**config.mk**
```make
export PLATFORM = sky130hd
export DESIGN_NAME = systolic_feeder
export DESIGN_NICKNAME = d
export VERILOG_FILES = /design/src/rtl/systolic_feeder.sv
export SDC_FILE = /design/constraint.sdc
export NUM_CORES = 1
export LEC_CHECK = 0
export ABC_CLOCK_PERIOD_IN_PS = 8000
export CAP_MARGIN = 10
export CORE_MARGIN = 8
export CORE_UTILIZATION = 50
export DETAILED_ROUTE_END_ITERATION = 6
export GPL_TIMING_DRIVEN = 0
export MAX_ROUTING_LAYER = met4
export PLACE_DENSITY = 0.79
export SETUP_SLACK_MARGIN = 0.02
export SLEW_MARGIN = 10
export SYNTH_ARGS = -nofsm -noshare
export SYNTH_HDL_FRONTEND = slang
export SYNTH_SLANG_ARGS = --single-unit
```
**constraint.sdc**
```tcl
create_clock -name clk -period 8 [get_ports clk]
set_input_delay 1.6 -clock clk [delete_from_list [all_inputs] [get_ports clk]]
set_output_delay 1.6 -clock clk [all_outputs]
set_load 0.01 [all_outputs]
```
**src/rtl/systolic_feeder.sv**
```systemverilog
// systolic_feeder: buffers one NxN A tile and one NxN B tile from the tile
// loader, then streams them diagonally skewed into the west and north edges
// of an NxN systolic PE array. It also issues the per-tile accumulator clear
// and pulses done once the last products have settled.
module systolic_feeder #(
    parameter int WIDTH        = 16,
    parameter int N            = 4,
    parameter int DRAIN_CYCLES = 2
) (
    input  logic                 clk,
    input  logic                 rst,
    input  logic                 in_valid,
    output logic                 in_ready,
    input  logic [N*WIDTH-1:0]   in_a,
    input  logic [N*WIDTH-1:0]   in_b,
    output logic [N*WIDTH-1:0]   out_west,
    output logic [N*WIDTH-1:0]   out_north,
    output logic                 feed_valid,
    output logic                 pe_clear,
    output logic                 busy,
    output logic                 done
);

    // k indexes one reduction step, t spans the whole skewed feed window
    localparam int KW = (N > 1) ? $clog2(N) : 1;
    localparam int TW = $clog2(3 * N);
    localparam int DW = (DRAIN_CYCLES > 1) ? $clog2(DRAIN_CYCLES) : 1;
    localparam logic [TW-1:0] T_LAST = TW'(3 * N - 3);

    typedef enum logic [2:0] {
        S_LOAD,
        S_CLEAR,
        S_FEED,
        S_DRAIN,
        S_DONE
    } state_t;

    state_t          state_reg;
    logic [KW-1:0]   k_reg;
    logic [TW-1:0]   t_reg;
    logic [DW-1:0]   d_reg;

    // a_buf[i][k] = A[i][k], b_buf[k][j] = B[k][j]
    logic [WIDTH-1:0] a_buf [N][N];
    logic [WIDTH-1:0] b_buf [N][N];

    logic               beat;
    logic               feed_next;
    logic [TW-1:0]      t_next;
    logic [N*WIDTH-1:0] west_next;
    logic [N*WIDTH-1:0] north_next;

    assign in_ready = (state_reg == S_LOAD);
    assign busy     = (state_reg != S_LOAD);
    assign beat     = in_valid && in_ready;

    // Which feed slot the output registers will show in the next cycle
    always_comb begin
        feed_next = 1'b0;
        t_next    = '0;
        if (state_reg == S_CLEAR) begin
            feed_next = 1'b1;
        end else if (state_reg == S_FEED && t_reg != T_LAST) begin
            feed_next = 1'b1;
            t_next    = t_reg + TW'(1);
        end
    end

    // Lane gi is delayed by gi cycles; outside its N-cycle window it carries 0
    generate
        for (genvar gi = 0; gi < N; gi++) begin : g_lane
            logic [TW-1:0] off;
            logic          in_win;
            assign off    = t_next - TW'(gi);
            assign in_win = (t_next >= TW'(gi)) && (off < TW'(N));
            assign west_next[gi*WIDTH +: WIDTH]  = in_win ? a_buf[gi][off[KW-1:0]] : '0;
            assign north_next[gi*WIDTH +: WIDTH] = in_win ? b_buf[off[KW-1:0]][gi] : '0;
        end
    endgenerate

    // Capture a load beat: in_a is column k of A, in_b is row k of B
    always_ff @(posedge clk) begin
        if (beat && !rst) begin
            for (int i = 0; i < N; i++) begin
                a_buf[i][k_reg] <= in_a[i*WIDTH +: WIDTH];
                b_buf[k_reg][i] <= in_b[i*WIDTH +: WIDTH];
            end
        end
    end

    // Tile sequencer with registered stream and control outputs
    always_ff @(posedge clk) begin
        if (rst) begin
            state_reg  <= S_LOAD;
            k_reg      <= '0;
            t_reg      <= '0;
            d_reg      <= '0;
            out_west   <= '0;
            out_north  <= '0;
            feed_valid <= 1'b0;
            pe_clear   <= 1'b0;
            done       <= 1'b0;
        end else begin
            pe_clear   <= 1'b0;
            done       <= 1'b0;
            feed_valid <= feed_next;
            out_west   <= feed_next ? west_next  : '0;
            out_north  <= feed_next ? north_next : '0;
            case (state_reg)
                S_LOAD: begin
                    if (beat) begin
                        if (k_reg == KW'(N - 1)) begin
                            k_reg     <= '0;
                            state_reg <= S_CLEAR;
                            pe_clear  <= 1'b1;
                        end else begin
                            k_reg <= k_reg + KW'(1);
                        end
                    end
                end
                S_CLEAR: begin
                    t_reg     <= '0;
                    state_reg <= S_FEED;
                end
                S_FEED: begin
                    if (t_reg == T_LAST) begin
                        d_reg <= '0;
                        if (DRAIN_CYCLES == 0) begin
                            state_reg <= S_DONE;
                            done      <= 1'b1;
                        end else begin
                            state_reg <= S_DRAIN;
                        end
                    end else begin
                        t_reg <= t_next;
                    end
                end
                S_DRAIN: begin
                    if (d_reg == DW'(DRAIN_CYCLES - 1)) begin
                        state_reg <= S_DONE;
                        done      <= 1'b1;
                    end else begin
                        d_reg <= d_reg + DW'(1);
                    end
                end
                S_DONE: begin
                    state_reg <= S_LOAD;
                end
                default: begin
                    state_reg <= S_LOAD;
                end
            endcase
        end
    end

endmodule

```
**Word-level counts from Yosys, hierarchy flattened**

Memories as Yosys holds them, arrays and structs flattened. A register that Yosys moved wholly into a read port is not among the register bits.
Cells that the tools add are included.

- Bits of input ports: 131
- Output and inout port bits: 133
- Register bits: 77
- Memories kept: 2
- RAM bits: 512

Memories:

| memory | depth | width | read ports | clocked after Yosys merged registers in | wr ports | RTL line | RTL |
|---|---|---|---|---|---|---|---|
| a_buf | 4 | 64 | 4 | 0 | 4 | 44 | `logic [WIDTH-1:0] a_buf [N][N];` |
| b_buf | 4 | 64 | 4 | 4 | 1 | 45 | `logic [WIDTH-1:0] b_buf [N][N];` |

- Order comparisons: 14
- Equality and inequality tests: 11
- Multiplexer cells: 34
- Bitwise gates (word level): 13
- Add/sub/neg operators: 6
- Reductions and logical operators: 23

Operators with widths:

| operator | number |
|---|---|
| $mux W16 | 9 |
| $bmux W16 S2 | 4 |
| $mux W64 | 1 |
| $demux W16 S2 | 1 |
| $lt A4 B3 Y1 const B | 4 |
| $ge A3 B3 Y1 const B | 5 |
| $not A2 Y3 | 5 |
| $reduce_or A3 Y1 | 5 |
| $mux W3 | 4 |
| $mux W4 | 3 |
| $pmux W3 S4 | 1 |
| $ge A4 B1 Y1 const B | 2 |
| $ge A4 B2 Y1 const B | 2 |
| $logic_and A1 B1 Y1 | 8 |
| $mux W1 | 8 |
| $not A1 Y1 | 8 |
| $pmux W4 S2 | 1 |
| $sub A4 B2 Y4 const B | 2 |
| $eq A3 B2 Y1 const B | 2 |
| $ne A2 B1 Y1 const B | 3 |
| $reduce_and A2 Y1 | 3 |
| $add A4 B1 Y4 const B | 1 |
| $eq A4 B4 Y1 const B | 1 |
| $ne A2 B2 Y1 const B | 2 |
| other kinds (15) | 16 |

**Depth between registers and ports, before layout**

- Depth in word-level cells: 9
- Mapped depth: 14
- Depth with buffers taken out: 11

**Worst setup path after synthesis**

No wires, ideal clock.

- Path kind: input-to-reg
- Start point: input in_valid
- End point: memory a_buf[0][0] (netlist bit), enable pin
- Data required time: 7497 ps
- Arrival: 4821 ps
- Path buffers: 0
- Library setup time: 503 ps
- Path slack: 2676 ps
- Cell stages on the path: 3
- Path through: nand2_1 -> nor2_1 -> and2_1

RTL lines:

| what | RTL line | RTL |
|---|---|---|
| start, declared | 12 | `input logic in_valid,` |
| end, declared | 44 |  |

**Final worst setup path**

- Start point: register t_reg[0]
- End point: register out_west[25]

- Cells in the longest elaborated chain, start to end: 9

Ends and longest elaborated chain:

| what | RTL line | RTL |
|---|---|---|
| start, declared | 40 | `logic [TW-1:0] t_reg;` |
| start signal, assigned | 135 | `t_reg <= t_next;` |
| parallel branches: the longest is 9 deep, another holds $add A4 B1 Y4 | n/a |  |
| end signal, assigned | 107 | `out_west <= feed_next ? west_next : '0;` |
| end, declared | 16 | `output logic [N*WIDTH-1:0] out_west,` |

Several ways; the timed one is not identified. The select of a mux whose other input is x is not followed.
A chain may end at the register's enable or synchronous reset.

==> impl_summary.md <==
Clock tree
The clock tree synthesis step divided the H-tree into 3 levels. The clock passes through at most 3 buffers. The number of gates resized after CTS was 0. The CTS root buffer is clkbuf_16.

Buffers inserted during clock tree synthesis total 66. The clock latency at the later pin of the worst-skew pair is 590 ps. TritonCTS built the clock tree. Hold repair after CTS inserted 0 buffers. After clock tree synthesis, the clock-pin slew on the worst setup and hold paths is 60 ps. The tree built by TritonCTS fans out to 653 sinks. Once the clock tree was built, the setup fixing pass inserted 0 buffers.

Final layout
The share of post-route cells with drive strength above 1 is 9.27%. The final layout contains 1978 nets. From synthesis to final layout, the design area changed by 24.7%.

In the final layout, the registers with the most flip-flops are a_buf (256), b_buf (256).

Logic synthesis
Ranked by total cell area, the synthesized netlist is headed by edfxtp_1 (65%), dfxtp_1 (12%), a211oi_1 (3.1%). Summed over all instances, the cell type with the most area after synthesis is edfxtp_1. The synthesized design contains 512 enable-type register cells.

The Yosys step of the flow raised 0 warnings. The synthesized design contains 653 register bits. The dominant register cell in the synthesized netlist is edfxtp_1. After synthesis, the mean cell area works out to 15.8 µm². The mapped netlist covers 23600 µm². For this run, asynchronously set or reset flops after synthesis account for 0%. The area share of the leading cell type in the synthesized netlist is 65.1%. The number of different library cells used by synthesis comes to 49. The fraction of the yosys area taken by sequential cells is 77.1%. The number of nets handed over by synthesis was 1639.

The number of instances in the synthesized netlist is 1497.

Route
Summed over all layers, the routed wires come to 56.8 mm. The number of search-and-repair iterations in the first detailed-routing pass is 5. After detailed routing, the number of vias per cell comes to 5.76. The DRC violation total after the first TritonRoute iteration is 1377. In the routed design, unresolved DRC markers number 0.

The antenna violation net count after detailed routing is 0. The average wire per cell in the routed design is 22.7 µm. The detailed router placed 14.4k vias in this run.

Floorplan
In this run the count of I/O pins placed on the die edge is 264. Once the floorplan was initialized, standard cells occupied 50.7% of the core. The row count is 79. The die boundary height is 233 µm.

The die area is 54400 µm². The placeable core region is 46600 µm². The die is 233 µm wide.

Global routing
The number of global-route vias before repair is 14.7k. The total global routing overflow is 0. Entering global routing, the biggest net connects 51 pins. The number of antenna violations at the first check in global routing is 3. For this run, the total global-route usage over all layers was measured as 21.0%. The wire length of the first global-routing pass is 85.2 mm.

STA
The final setup skew is 24.7 ps. The share of the cycle needed by the critical path after routing is 63.7%. The count of final setup violators is 0. Adding up every negative setup slack in the final design gives 0 ps. The measured slew at the worst slew-check pin is 937 ps. The number of hold violations in the final report came to 0.

Measured against its own limit, the worst slew margin works out to 37.4%. The achievable clock frequency is 0.196 GHz. The final critical path time including I/O delays and setup is 5100 ps. Setup repair after global routing left no endpoint under its margin. The max-slew violation count is 0.

Place
The half-perimeter wire length of the detailed placement result is 35.8 mm. The number of port buffers is 263. The congestion estimate from routability-driven global placement came to 0.799.

Critical path
The worst setup path is launched from a register. The critical path capture point type is a register. For the worst setup path, the data required time is 8440 ps. The highest fanout seen on the critical path is 10. The critical path class is register to register. At the worst endpoint, the arrival time is 5540 ps. The internal reg-to-reg setup slack is 2900 ps.

Power and ir drop
In this run the power density over the cells is 272 nW/µm². The leakage power is 0.00961 µW. Across the VDD grid, the largest voltage drop is 0.214 mV.

The total power draw is 8020 µW.

Worst hold path
In this run the worst hold path is classified as register to register.

Job
The max-capacitance violation count is 0.

Status
The run finished with clean final reports.
==> worst paths after layout <==
path	from	end	cells past startpoint
worst max-delay path	t_reg[0]	out_west[25]	12
worst min-delay path	k_reg[1]	k_reg[1]	2
worst max register to register	t_reg[0]	out_west[25]	12
worst min register to register	k_reg[1]	k_reg[1]	2
==> placed cells by master (no fill, tap or decap), drive strengths merged, types with 33 or more instances in the layout <==
master and n:
a211oi 98, a21oi 42, a311oi 33, buf 42, clkbuf 167, clkdlybuf4s50 263, dfxtp 141, edfxtp 512
mux2i 65, nand2 170, nor2 41, nor2b 67
==> critical path: stages, from the launching register on <==
cell and delay, ps:
dfxtp_1 400, ha_1 260, nand3b_1 180, nand2_2 180
nor2_4 320, clkbuf_1 500, buf_1 580, ha_1 340
buf_2 310, buf_1 530, clkbuf_1 730, mux2i_1 170
a211oi_1 440
==> layer usage <==
layer / wire length (µm) / share of wire [%] / GRT usage, % / vias to the layer above
met5: 0 / 0 / - / -
met4: 1040 / 1.8 / 6.76 / 0
met1: 23400 / 41 / 26.7 / 7224
met3: 4190 / 7.4 / 3.93 / 92
li1: - / - / - / 6463
met2: 28200 / 50 / 34.0 / 616
==> cell families (layout without fill, tap and decap cells) <==
family	count (synthesis)	after routing	share of synthesized area, %
compound gates	281	281	8.82
xor+xnor	5	5	0.186
fa+ha+maj	11	11	0.583
buf+inv	110	501	2.01
flops	653	653	77.1
mux	66	66	2.80
other cells	0	4	0
simple gates	371	371	8.52
==> through the flow <==
| step | utilization [%] | cell area (µm²) | hold slack (ps) | setup slack [ps] | std cells |
|---|---|---|---|---|---|
| after floorplan | - | 23600 | 449 | 2680 | 1497 |
| after global placement | 58.0 | 27000 | 466 | -440 | 2367 |
| after detailed placement | 58.5 | 27200 | 496 | 2650 | 2375 |
| after CTS | 63.2 | 29400 | 503 | 2600 | 2495 |
| after global routing | 63.2 | 29400 | 538 | 2550 | 2498 |
| final | 63.2 | 29400 | 496 | 2900 | 2499 |
==> cell usage after synthesis, drive strengths merged, types with 33 or more instances <==
cell type and number:
a211oi 98, a21oi 42, a311oi 33, buf 34, clkbuf 67, dfxtp 141, edfxtp 512, mux2i 65
nand2 170, nor2 41, nor2b 67
==> area by class of cell <==
type,instances,area [µm²]
flip-flops and latches,653,18200
fillers,3269,17100
multi-input cells,734,4950
repair buffers,271,2850
clock buffers,100,1960
well taps,607,759
plain buffers,101,442
clock inverters,20,231
inverters,9,33.8
diodes,4,10.0
==> power by group <==
part / leakage, µW / total [µW] / internal (µW) / switching [µW]
clock network: 0.00107 / 3070 / 1830 / 1240
registers: 0.00578 / 3880 / 3830 / 42.9
logic: 0.00276 / 1070 / 367 / 706
Power figures use the tool's default switching activity.
